==> config.mk <==
export PLATFORM = sky130hd
export DESIGN_NAME = lcd_show_text
export DESIGN_NICKNAME = d
export VERILOG_FILES = /design/src/rtl/lcd_show_text.sv
export SDC_FILE = /design/constraint.sdc
export NUM_CORES = 1
export LEC_CHECK = 0
export CELL_PAD_IN_SITES_DETAIL_PLACEMENT = 0
export CELL_PAD_IN_SITES_GLOBAL_PLACEMENT = 1
export CORE_UTILIZATION = 42
export DETAILED_ROUTE_END_ITERATION = 10
export PLACE_DENSITY_LB_ADDON = 0.1
export RECOVER_POWER = 100
export SYNTH_ARGS = -nofsm -noshare
export SYNTH_HDL_FRONTEND = slang
export SYNTH_SLANG_ARGS = --single-unit
==> constraint.sdc <==
create_clock -name sys_clk -period 8.3 [get_ports sys_clk]
set_input_delay 0.83 -clock sys_clk [delete_from_list [all_inputs] [get_ports sys_clk]]
set_output_delay 0.83 -clock sys_clk [all_outputs]
set_load 0.03 [all_outputs]
==> src/rtl/lcd_show_text.sv <==
`default_nettype none
// ============================================================================
// Module   : lcd_show_text
// Brief    : Renders an ASCII string onto an LCD panel through a byte-wide
//            SPI write path, fetching glyph rows from an external font ROM.
//            Optional macro LCD_TEXT_HILITE_EN enables per-character highlight.
// Revision : 1.0 - initial release
// ============================================================================
module lcd_show_text #(
    parameter int unsigned FONT_W    = 6,
    parameter int unsigned FONT_H    = 12,
    parameter int unsigned MAX_CHARS = 16,
    parameter int unsigned ROM_BASE  = 0,
    parameter int unsigned ROM_LAT   = 1,
    parameter logic [8:0]  X_OFS     = 9'h28,
    parameter logic [8:0]  Y_OFS     = 9'h35,
    localparam int unsigned c_LEN_W  = $clog2(MAX_CHARS + 1),
    localparam int unsigned c_CHR_W  = (MAX_CHARS > 1) ? $clog2(MAX_CHARS) : 1
) (
    input  logic                   sys_clk,
    input  logic                   sys_rst,
    input  logic                   start,
    input  logic [MAX_CHARS*8-1:0] str_data,
    input  logic [c_LEN_W-1:0]     str_len,
    input  logic [8:0]             start_x,
    input  logic [8:0]             start_y,
    input  logic [15:0]            fg_color,
    input  logic [15:0]            bg_color,
    input  logic [c_CHR_W-1:0]     hilite_idx,
    input  logic [15:0]            hilite_color,
    output logic [11:0]            rom_addr,
    input  logic [7:0]             rom_q,
    input  logic                   wr_done,
    output logic [8:0]             lcd_data,
    output logic                   en_write,
    output logic                   busy,
    output logic                   done
);

    localparam int unsigned c_ROW_W = (FONT_H > 1) ? $clog2(FONT_H) : 1;
    localparam int unsigned c_LAT_W = $clog2(ROM_LAT + 2);

    typedef enum logic [2:0] {
        IDLE  = 3'd0,
        WIN   = 3'd1,
        FETCH = 3'd2,
        PIX   = 3'd3,
        DONE  = 3'd4
    } state_t;

    state_t                 r_state, w_state_nxt;
    logic [MAX_CHARS*8-1:0] r_str;
    logic [c_LEN_W-1:0]     r_len;
    logic [8:0]             r_xs, r_xe, r_ys, r_ye;
    logic [15:0]            r_fg, r_bg;
    logic [3:0]             r_widx;
    logic [c_ROW_W-1:0]     r_row;
    logic [c_CHR_W-1:0]     r_chr;
    logic [2:0]             r_col;
    logic                   r_lo;
    logic                   r_pend;
    logic [c_LAT_W-1:0]     r_lat;
    logic [7:0]             r_glyph;

    logic [c_LEN_W-1:0] w_len;
    logic [8:0]         w_xs, w_xe, w_ys, w_ye;
    logic [8:0]         w_win_byte, w_pix_byte, w_byte;
    logic [7:0]         w_char, w_gidx;
    logic [11:0]        w_addr;
    logic [15:0]        w_fg, w_color;
    logic               w_issue, w_accept, w_ack;
    logic               w_last_col, w_last_chr, w_last_row, w_lat_done;

    assign w_len = (32'(str_len) > MAX_CHARS) ? c_LEN_W'(MAX_CHARS) : str_len;
    assign w_xs  = start_x + X_OFS;
    assign w_ys  = start_y + Y_OFS;
    assign w_xe  = w_xs + 9'(32'(w_len) * FONT_W) - 9'd1;
    assign w_ye  = w_ys + 9'(FONT_H - 1);

    always_comb begin
        w_win_byte = 9'h000;
        case (r_widx)
            4'd0:    w_win_byte = 9'h02A;
            4'd1:    w_win_byte = {8'h80, r_xs[8]};
            4'd2:    w_win_byte = {1'b1, r_xs[7:0]};
            4'd3:    w_win_byte = {8'h80, r_xe[8]};
            4'd4:    w_win_byte = {1'b1, r_xe[7:0]};
            4'd5:    w_win_byte = 9'h02B;
            4'd6:    w_win_byte = {8'h80, r_ys[8]};
            4'd7:    w_win_byte = {1'b1, r_ys[7:0]};
            4'd8:    w_win_byte = {8'h80, r_ye[8]};
            4'd9:    w_win_byte = {1'b1, r_ye[7:0]};
            default: w_win_byte = 9'h02C;
        endcase
    end

    // Non-printable codes fall back to the space glyph at index 0
    assign w_char = r_str[32'(r_chr)*8 +: 8];
    assign w_gidx = (w_char >= 8'h20 && w_char <= 8'h7E) ? (w_char - 8'h20) : 8'h00;
    assign w_addr = 12'(ROM_BASE + 32'(w_gidx) * FONT_H + 32'(r_row));

    assign w_last_col = (32'(r_col) == FONT_W - 1);
    assign w_last_chr = (32'(r_chr) == 32'(r_len) - 1);
    assign w_last_row = (32'(r_row) == FONT_H - 1);
    assign w_lat_done = (32'(r_lat) == ROM_LAT + 1);

`ifdef LCD_TEXT_HILITE_EN
    logic [c_CHR_W-1:0] r_hidx;
    logic [15:0]        r_hcol;
    logic               r_hi_en;

    always_ff @(posedge sys_clk) begin
        if (sys_rst) begin
            r_hidx  <= '0;
            r_hcol  <= '0;
            r_hi_en <= 1'b0;
        end else if (w_accept) begin
            r_hidx  <= hilite_idx;
            r_hcol  <= hilite_color;
            r_hi_en <= (32'(hilite_idx) < 32'(w_len));
        end
    end

    assign w_fg = (r_hi_en && (r_chr == r_hidx)) ? r_hcol : r_fg;
`else
    logic w_unused_hilite;
    assign w_unused_hilite = ^{hilite_idx, hilite_color};
    assign w_fg            = r_fg;
`endif

    assign w_color    = r_glyph[r_col] ? w_fg : r_bg;
    assign w_pix_byte = {1'b1, r_lo ? w_color[7:0] : w_color[15:8]};
    assign w_ack      = r_pend && wr_done;

    always_comb begin
        w_state_nxt = r_state;
        w_issue     = 1'b0;
        w_accept    = 1'b0;
        w_byte      = w_win_byte;
        case (r_state)
            IDLE: begin
                if (start) begin
                    w_accept    = 1'b1;
                    w_state_nxt = (w_len == '0) ? DONE : WIN;
                end
            end
            WIN: begin
                if (!r_pend) begin
                    w_issue = 1'b1;
                end else if (wr_done && (r_widx == 4'd10)) begin
                    w_state_nxt = FETCH;
                end
            end
            FETCH: begin
                if (w_lat_done) begin
                    w_state_nxt = PIX;
                end
            end
            PIX: begin
                w_byte = w_pix_byte;
                if (!r_pend) begin
                    w_issue = 1'b1;
                end else if (wr_done && r_lo && w_last_col) begin
                    w_state_nxt = (w_last_chr && w_last_row) ? DONE : FETCH;
                end
            end
            DONE:    w_state_nxt = IDLE;
            default: w_state_nxt = IDLE;
        endcase
    end

    always_ff @(posedge sys_clk) begin
        if (sys_rst) begin
            r_state <= IDLE;
        end else begin
            r_state <= w_state_nxt;
        end
    end

    always_ff @(posedge sys_clk) begin
        if (sys_rst) begin
            r_str <= '0;  r_len <= '0;
            r_xs  <= '0;  r_xe  <= '0;  r_ys <= '0;  r_ye <= '0;
            r_fg  <= '0;  r_bg  <= '0;
            r_widx <= '0; r_row <= '0;  r_chr <= '0; r_col <= '0;
            r_lo  <= 1'b0; r_pend <= 1'b0; r_lat <= '0; r_glyph <= '0;
            lcd_data <= '0; rom_addr <= '0; en_write <= 1'b0;
        end else begin
            en_write <= w_issue;
            if (w_issue) begin
                lcd_data <= w_byte;
                r_pend   <= 1'b1;
            end
            if (w_ack) begin
                r_pend <= 1'b0;
            end
            if (w_accept) begin
                r_str <= str_data;  r_len <= w_len;
                r_xs  <= w_xs;      r_xe  <= w_xe;
                r_ys  <= w_ys;      r_ye  <= w_ye;
                r_fg  <= fg_color;  r_bg  <= bg_color;
                r_widx <= '0; r_row <= '0; r_chr <= '0; r_col <= '0;
                r_lo  <= 1'b0; r_lat <= '0;
            end
            case (r_state)
                WIN: begin
                    if (w_ack) begin
                        r_widx <= (r_widx == 4'd10) ? 4'd0 : r_widx + 4'd1;
                    end
                end
                FETCH: begin
                    if (r_lat == '0) begin
                        rom_addr <= w_addr;
                    end
                    // Address is held one cycle, then ROM_LAT cycles of ROM latency
                    if (w_lat_done) begin
                        r_glyph <= rom_q;
                        r_lat   <= '0;
                        r_col   <= '0;
                        r_lo    <= 1'b0;
                    end else begin
                        r_lat <= r_lat + 1'b1;
                    end
                end
                PIX: begin
                    if (w_ack) begin
                        r_lo <= ~r_lo;
                        if (r_lo) begin
                            if (!w_last_col) begin
                                r_col <= r_col + 3'd1;
                            end else begin
                                r_col <= '0;
                                if (!w_last_chr) begin
                                    r_chr <= r_chr + 1'b1;
                                end else begin
                                    r_chr <= '0;
                                    if (!w_last_row) begin
                                        r_row <= r_row + 1'b1;
                                    end
                                end
                            end
                        end
                    end
                end
                default: ;
            endcase
        end
    end

    assign busy = (r_state != IDLE);
    assign done = (r_state == DONE);

endmodule
`default_nettype wire

## Yosys cells after proc, flatten, opt, wreduce, memory -nomap -nowiden

Index checks and enable logic that the tools add are counted.

- Memory bits (read-only): 0
- Latch bits: 0
- Logic and storage cells: 133
- Input bits: 215
- Output and inout port bits: 24
- Register bits after elaboration: 253
- Bits in writable memories: 0
- Memories: 0

- Divide/modulo/power cells: 0
- Add/subtract/negate cells: 13
- Reduce and logical (&&, ||, !) cells: 17
- Magnitude comparators: 4
- Equality and inequality tests: 24
- Shifts and indexed selects: 1
- Muxes and demuxes: 51
- Multiply operators: 2
- Bitwise gates (word level): 1

Operators by type and width:

| cell | count |
|---|---|
| variable part select 128 x 8 -> 8 bit | 1 |
| case mux 9 bit (10 select lines) | 1 |
| 2-to-1 mux 4 bit | 17 |
| 2-to-1 mux 3 bit | 13 |
| equality test 4 x 32 -> 1 bit | 1 |
| adder 9 x 6 -> 9 bit, second input constant | 2 |
| equality test 4 x 3 -> 1 bit, second input constant | 4 |
| equality test 4 bit, second input constant | 4 |
| 2-to-1 mux 16 bit | 1 |
| 2-to-1 mux 8 bit | 2 |
| adder 12 x 4 -> 12 bit | 1 |
| adder 4 x 1 -> 4 bit, second input constant | 3 |
| inequality test 2 bit, second input constant | 6 |
| case mux 3 bit (4 select lines) | 1 |
| multiplier 8 x 2 -> 10 bit, second input constant | 1 |
| adder 9 x 4 -> 9 bit, second input constant | 1 |
| adder 9 x 8 -> 9 bit | 1 |
| 2-to-1 mux 9 bit | 1 |
| subtractor 9 x 1 -> 9 bit, second input constant | 1 |
| equality test 4 x 2 -> 1 bit, second input constant | 2 |
| greater-or-equal comparator 8 x 6 -> 1 bit, second input constant | 1 |
| less-or-equal comparator 8 x 7 -> 1 bit, second input constant | 1 |
| 2-to-1 mux 1 bit | 8 |
| subtractor 8 x 6 -> 8 bit, second input constant | 1 |
| other kinds (27) | 38 |

## Longest topological paths before layout

Gate-level depths: netlist of the first run.

- Word-level depth: 9
- Mapped depth: 21
- Depth with buffers taken out: 17

## Least setup slack after synthesis of the first run

Ideal clock, no wire load.

- Path kind: reg-to-reg
- Start point: register r_chr[1]
- End point: register rom_addr[11]
- Setup time: 124 ps
- Setup slack: 4,013 ps
- Required time: 8,176 ps
- Arrival time: 4,163 ps
- Cell stages (with the launch flop): 20
- Path through: dfxtp_1 clkbuf_1 clkbuf_1 mux4_2 a22oi_2 nand2_4 nor4b_4 a31oi_2 or2_1 buf_6 nor2_1 ha_1 clkbuf_1 and2_1 o221ai_1 o31ai_1 xor2_1 nand3_1 nor4_1 nor3b_1

- Cells in the longest elaborated chain, start to end: 6

Ends and longest elaborated chain:

| element | line | text |
|---|---|---|
| from (decl) | 58 | `logic [c_CHR_W-1:0] r_chr;` |
| from (signal assigned) | 234 | `r_chr <= r_chr + 1'b1;` |
| variable part select 128 x 8 -> 8 bit (*) | 98 | `assign w_char = r_str[32'(r_chr)*8 +: 8];` |
| greater-or-equal comparator 8 x 6 -> 1 bit / less-or-equal comparator 8 x 7 -> 1 bit (equally long branches) | 99 | `assign w_gidx = (w_char >= 8'h20 && w_char <= 8'h7E) ? (w_char - 8'h20) : 8'h00;` |
| logical AND 1 bit | 99 |  |
| 2-to-1 mux 8 bit (*) | 99 |  |
| multiplier 8 x 2 -> 10 bit (*) | 100 | `assign w_addr = 12'(ROM_BASE + 32'(w_gidx) * FONT_H + 32'(r_row));` |
| adder 12 x 4 -> 12 bit (*) | 100 |  |
| to (signal assigned) | 213 | `rom_addr <= w_addr;` |
| to (decl) | 31 | `output logic [11:0] rom_addr,` |

Every way passes the cells marked *; elsewhere a longest branch is shown, timed or not.
A chain may end at the register's enable or synchronous reset.

## Worst setup path in the final report of the first run

- Start point: register r_chr[0]
- End point: register rom_addr[10]

The elaborated chain is that of the path after synthesis.

==> results of run 1 <==
[cell usage after synthesis (2+ instances only)]
cell and number:
o21ai_0 23, nor2_1 105, a22o_1 11, nand2_1 414, a21oi_1 239, nor2b_1 16, nor4bb_1 2, buf_1 6
nor4_1 4, a41o_1 2, nor3b_1 4, a22oi_1 7, nand3b_1 4, or3_1 5, fa_1 3, mux4_2 43
nor3_1 13, nor4b_1 3, clkbuf_1 92, ha_1 35, a211oi_1 19, o22ai_1 3, and2_1 7, a21boi_0 2
o31ai_1 4, a31oi_1 5, o31ai_2 2, dfxtp_1 253, nand2b_1 11, a21o_1 6, inv_1 34, xnor2_1 34
o21bai_1 3, nand4_1 5, and2b_1 2, or2_2 5, o211ai_1 10, xor2_1 13, buf_2 2, a222oi_1 5
nand3_1 5, buf_6 3, mux2i_1 14, a221oi_1 2
[power groups by stage]
| stage | clock [W] | combinational [W] | sequential [W] |
|---|---|---|---|
| detailed placement | 0 | 0.000986 | 0.00152 |
| global placement | 0 | 0.000978 | 0.00151 |
| global route | 0.00137 | 0.00111 | 0.00151 |
| finish | 0.00128 | 0.000986 | 0.00149 |
| floorplan | 0 | 0.000668 | 0.00151 |
| CTS | 0.00131 | 0.000989 | 0.00149 |
[tightest hold or removal path, delay by kind of cell (launching register included)]
kind             cells  cell delay [ns]
AO/OA/AOI/OAI        1             0.05
AND/OR/NAND/NOR      1             0.05
flip-flops           1             0.31
[layer usage]
metal,up-vias,track usage (%)
li1,5452,-
met1,4995,31.9
met2,235,33.4
met3,26,3.06
met4,0,3.95
met5,-,0
[metrics by stage]
stage,hold slack [ns],std cells
finish,0.451,2062
global placement,0.439,2009
detailed placement,0.443,2009
global route,0.465,2062
floorplan,0.431,1503
CTS,0.452,2062
[state kept, by name (all words and copies together), names as in the netlist, 2 cells and up]
| name | flops |
|---|---|
| r_lat | 2 |
| r_fg | 16 |
| r_xs | 9 |
| r_chr | 4 |
| r_bg | 16 |
| r_len | 5 |
| r_glyph | 8 |
| r_row | 4 |
| r_ys | 9 |
| rom_addr | 12 |
| r_ye | 9 |
| r_state | 3 |
| lcd_data | 9 |
| r_widx | 4 |
| r_str | 128 |
| r_xe | 9 |
| r_col | 3 |
[cells in the final DEF, fill, tap and decap left out, types with 14 or more instances in the layout]
cell type	netlist	layout
mux4_2	43	43
nor2_1	105	105
mux2i_1	14	14
dlygate4sd3_1	0	24
a211oi_1	19	19
nor2b_1	16	16
xnor2_1	34	34
clkbuf_16	0	29
clkdlybuf4s50_1	0	193
inv_1	34	34
nand2_1	414	414
a21oi_1	239	239
dfxtp_1	253	252
o21ai_0	23	23
ha_1	35	35
[worst max-delay path by stage]
stage,from,end,slack [ns],cells after the start
finish,r_chr[0],rom_addr[10],1.85,17
global route,r_chr[0],rom_addr[10],1.10,17
CTS,r_chr[0],rom_addr[10],2.60,17
detailed placement,r_chr[0],rom_addr[10],2.66,17
global placement,r_chr[0],rom_addr[10],2.73,17
floorplan,r_chr[1],rom_addr[11],4.01,19
[cell type report]
cell class              count  area, um^2  share of cell area, %
clock buffers              39         813                   5.23
clock inverters            14         158                   1.01
inverters                  34         128                  0.821
multi-input cells        1112        6660                   42.9
flip-flops and latches    253        5070                   32.6
well taps                 384         480                   3.09
repair buffers            226        2230                   14.4
[kinds of logic after synthesis]
kind of cell / Yosys count / synth area share [%]
xor gates and xnor gates: 47 / 3.34
DFF: 253 / 41.1
muxes: 58 / 9.10
and+or+nand+nor: 615 / 21.0
AOI/OAI and AO/OA: 354 / 16.8
buffers and inverters: 138 / 4.54
adders and majority gates: 38 / 4.05
==> flow_summary.toml, run 1 <==
[synth]
synthFlopType = "dfxtp_1"
synthTopCellsByArea = "dfxtp_1 (41%), nand2_1 (13%), a21oi_1 (9.7%)"
ys_seq_area_share_pct = 41.1
synth_edf_count = 0
synth.avg_cell_area_um2 = 8.19
syn-instance-count = 1503
synth_fp_nets = 1756
yosysUniqueCellTypes = 67
synth_top_area_cell = "dfxtp_1"
ys_ff_latch = 253
yosys_warnings = 0
syn_area_um2 = 12300
yosysTopAreaCellShare_pct = 41.1
synth_async_sr_flop_share_pct = 0

[global_route]
grt.total_usage_pct = 21.5
grt_start_max_net_pins = 156
gr-total-overflow = 0
grt_pass1_vias = 9979
antenna_found_initial = 0
grt_pass1_wl_um = 52700

[power]
switching_share_pct = 32.0
comb_power_share_pct = 26.2
p_int_w = 0.00256
p_switching_w = 0.00120
pwr-share-clk_pct = 34.1
leakagePower_nw = 5.88
pwr_density_cell_nw_per_um2 = 242
max-vdd-ir-drop_v = 0.000187
power.total_w = 0.00376
power_frac_seq_pct = 39.7

[floorplanning]
core-area_um2 = 28800
start_util_pct = 42.8
fp-row-count = 62
die_h_um = 173
ios = 239
dieWidth_um = 173
dieArea_um2 = 30000

[layout]
n_antenna_cell = 0
drive_gt1_share_pct = 6.67
fin_area_um2 = 15500
n_fill_cell = 2762
final_util_pct = 54.0
fin_nets = 1909
area_delta_synth_final_pct = 26.2

[clocking]
cts-buffers-inserted = 29
cts.clk_slew.worst_paths_ns = 0.06
clockBufferDepth = 3
clkSinkCount = 253
root_buffer = "clkbuf_16"
post_cts_resized = 0
post-cts-setup-buffers = 0
cts_tree = "done"
hold_buffers = 0
clkLatencyLatePin_ns = 0.55
h-tree-depth = 1

[route]
wl_met2_um = 14600
remaining_drc_errors = 0
drtIter0Drc = 656
drtAntennaViolNets = 0
drt-total-wl_um = 32900
routedWlPerCell_um = 16.0
firstDrtPassIters = 5
highest_layer = "met4"
vias = 10700
wl_met1_um = 16200
wl_met3_um = 1680
viasPerCell = 5.19

[status]
violations = "max-capacitance violations, max-slew violations"
outcome = "finished with violations"

[timing]
tightest_slew_ns = 4.67
finalCritPeriodShare_pct = 77.7
rsz0062_at_grt = "false"
finalSetupTns_ns = 0
fmax_mhz = 155
setup_violations = 0
finClkSkew_ns = 0.0109
slew_headroom_pct = -211
setup_ws_ns = 1.85
finalCriticalPeriod_ns = 6.45
finalHoldViolCount = 0
slew_viol_final = 581

[setup_path]
r2r_end = "rom_addr[10]"
cp_slowest_stage_delay_ns = 1.40
cp_cell_sequence = "buf_4, mux4_2, a22o_1, nor2_1, nor4b_1, a31oi_1, or2_0, a21oi_1, ha_1, ha_1, o22a_1, nand4bb_1, a21oi_1, xnor2_1, nand4_1, xnor2_1, a211oi_1"
worstSetupPathType = "reg -> reg"
critPathBufInv = 1
crit_fanout = 25
critical-path-top-delay-family = "compound AO/OA/AOI/OAI gates"
cpMaxStageDelayCell = "dfxtp_1"
cp-end-kind = "flip-flop"
cp-start-kind = "flip-flop"
critPathArrivalTime_ns = 6.72
cp.required_ns = 8.57
reg2regPathDepth = 17
timing.reg2reg.setup_slack_ns = 1.85
r2r_start = "r_chr[0]"

[placement]
place_ws_ns = 2.66
gp_congestion = 0.812
hpwl_um = 22800
placed_area_um2 = 14600
port_buffers = 218

[min_path]
hold_class = "reg -> reg"
hold_end = "r_str[81]"
holdCritStartpoint = "r_str[81]"
whs_path_depth = 2

[job]
max-cap-violations = 6
No activity file was read; power rests on OpenSTA's default activity.
==> inputs of run 2 (changes only) <==
Settings changed: CORE_UTILIZATION 42 to 39.
Clock period 8.3 ns to 6.4 ns, I/O delays scaled along.
==> run 2 against run 1 <==
  * The flow finishes with violations (design-rule violations, max-capacitance violations, max-slew violations)
  * Critical path depth did not move
  * Sequential power is 30% higher
  * Clock power up 30%
  * Utilization is 3.4 points lower
  * Cell count grew 0.63%
  * Sequential share of layout area shrank 0.12 points
  * Via count up 0.15%
  * First-iteration DRC count fell by 2.0%
  * Hold slack worse by 0.0036 ns
  * Wire length up 2.0%
  * Die area grew 7.6%
  * Design area is 0.36% higher
  * Critical endpoint unchanged
==> flow_summary.toml, run 2 (same netlist as run 1, synthesis figures left out) <==
[layout]
fin_area_um2 = 15600
n_antenna_cell = 0
area_delta_synth_final_pct = 26.7
largest_reg_flops = 128
layout_commonest_cell = "nand2_1"
drive_gt1_share_pct = 6.97
regMostFlops = "r_str"
reg.largest.list = "r_str x128, r_bg x16, r_fg x16"
mostFrequentLayoutCells = "nand2_1 (414), dfxtp_1 (252), a21oi_1 (239)"
n_fill_cell = 2972
fin_nets = 1911

[placement]
placed_area_um2 = 14700
port_buffers = 218
gp_congestion = 0.811
hpwl_um = 23700

[setup_path]
r2r_start = "r_chr[0]"
crit_fanout = 14
cp.required_ns = 6.70
critPathArrivalTime_ns = 5.60
startpoint = "r_chr[0]"
cp-end-kind = "flip-flop"
r2r_end = "rom_addr[10]"
cp_slowest_stage_delay_ns = 0.62
cp_cell_sequence = "buf_4, mux4_2, a22o_1, nor2_1, nor4b_4, a31oi_2, or2_1, a21oi_1, ha_1, ha_1, o22a_1, nand4bb_1, a21oi_1, xnor2_1, nand4_1, xnor2_1, a211oi_1"
cpMaxStageDelayCell = "dfxtp_1"
cp-start-kind = "flip-flop"
timing.reg2reg.setup_slack_ns = 1.10
reg2regPathDepth = 17
worstSetupPathType = "reg -> reg"

[floorplanning]
dieArea_um2 = 32300
core-area_um2 = 30800
die_h_um = 180
ios = 239
start_util_pct = 39.9
fp-row-count = 64
dieWidth_um = 180

[timing]
finalHoldViolCount = 0
fmax_mhz = 189
rsz0062_at_grt = "false"
setup_violations = 0
finalCriticalPeriod_ns = 5.30
finalCritPeriodShare_pct = 82.8
slew_headroom_pct = -109
tightest_slew_ns = 3.14
slew_viol_final = 541
finalSetupTns_ns = 0
finClkSkew_ns = 0.0117

[clocking]
cts.clk_slew.worst_paths_ns = 0.06
cts_tree = "done"
clockBufferDepth = 3
clkLatencyLatePin_ns = 0.53
root_buffer = "clkbuf_16"
post_cts_resized = 0
hold_buffers = 0
clkSinkCount = 253
h-tree-depth = 1
post-cts-setup-buffers = 0
cts-buffers-inserted = 28

[power]
max-vdd-ir-drop_v = 0.000209
leakagePower_nw = 5.92
pwr_density_cell_nw_per_um2 = 314

[route]
remaining_drc_errors = 8
routedWlPerCell_um = 16.2
drtAntennaViolNets = 0
drtIter0Drc = 643
firstDrtPassIters = 8
drt-total-wl_um = 33600
viasPerCell = 5.17
vias = 10700

[global_route]
antenna_found_initial = 0
busiest_layer = "met2"
grt.total_usage_pct = 20.3
gr-total-overflow = 0
met1_usage_pct = 30.4
grt_pass1_wl_um = 53900
grt_start_max_net_pins = 159
grtUsageMet2_pct = 31.5
grt_pass1_vias = 10100
met3_usage_pct = 2.53

[min_path]
whs_path_depth = 2
hold_end = "rom_addr[6]"
holdCritStartpoint = "rom_addr[6]"
hold_class = "reg -> reg"

[status]
violations = "design-rule violations, max-capacitance violations, max-slew violations"
outcome = "finished with violations"

[job]
max-cap-violations = 6
run 2: where the power goes:
group	internal [W]	leakage [nW]	switching [W]	total, W
clock	0.00103	0.489	0.000643	0.00167
combinational	0.000538	3.36	0.000750	0.00129
sequential	0.00180	2.07	0.000138	0.00194
run 2: worst max path at each step:
| stage | end |
|---|---|
| floorplan | rom_addr[11] |
| global placement | rom_addr[10] |
| detailed placement | rom_addr[10] |
| CTS | rom_addr[10] |
| global route | rom_addr[10] |
| finish | rom_addr[10] |
run 2: routing by layer:
layer  share of wire [%]  routed length (um)
met5                   0                   0
met1                  51               17000
met4                 1.4                 470
met2                  44               14700
met3                 4.2                1420
run 2: final cells by class:
class	instances	area [um^2]	area share (%)
flip-flops and latches	253	5070	32.5
clock buffers	39	833	5.34
well taps	396	495	3.18
multi-input cells	1112	6690	42.9
inverters	34	128	0.818
repair buffers	229	2250	14.4
clock inverters	12	139	0.890
run 2: worst max-delay path, delay by kind of cell, from the launching register on:
family | cells | cell delay, ns
AO/OA/AOI/OAI | 6 | 1.34
AND/OR/NAND/NOR | 5 | 1.23
flip-flops | 1 | 0.62
multiplexers | 1 | 0.59
adder cells (fa/ha/maj) | 2 | 0.50
buffers and inverters | 1 | 0.39
XOR/XNOR | 2 | 0.38
run 2: stage by stage:
stage               cells  util (%)  hold WS [ns]  total power [W]  worst slack, ns
floorplan            1503         -         0.431          0.00283             2.11
global placement     2024      47.6         0.440          0.00324             1.34
detailed placement   2024      47.6         0.444          0.00326             1.26
CTS                  2075      50.7         0.452          0.00495             1.24
global route         2075      50.6         0.465          0.00519            0.536
finish               2075      50.6         0.448          0.00490             1.10
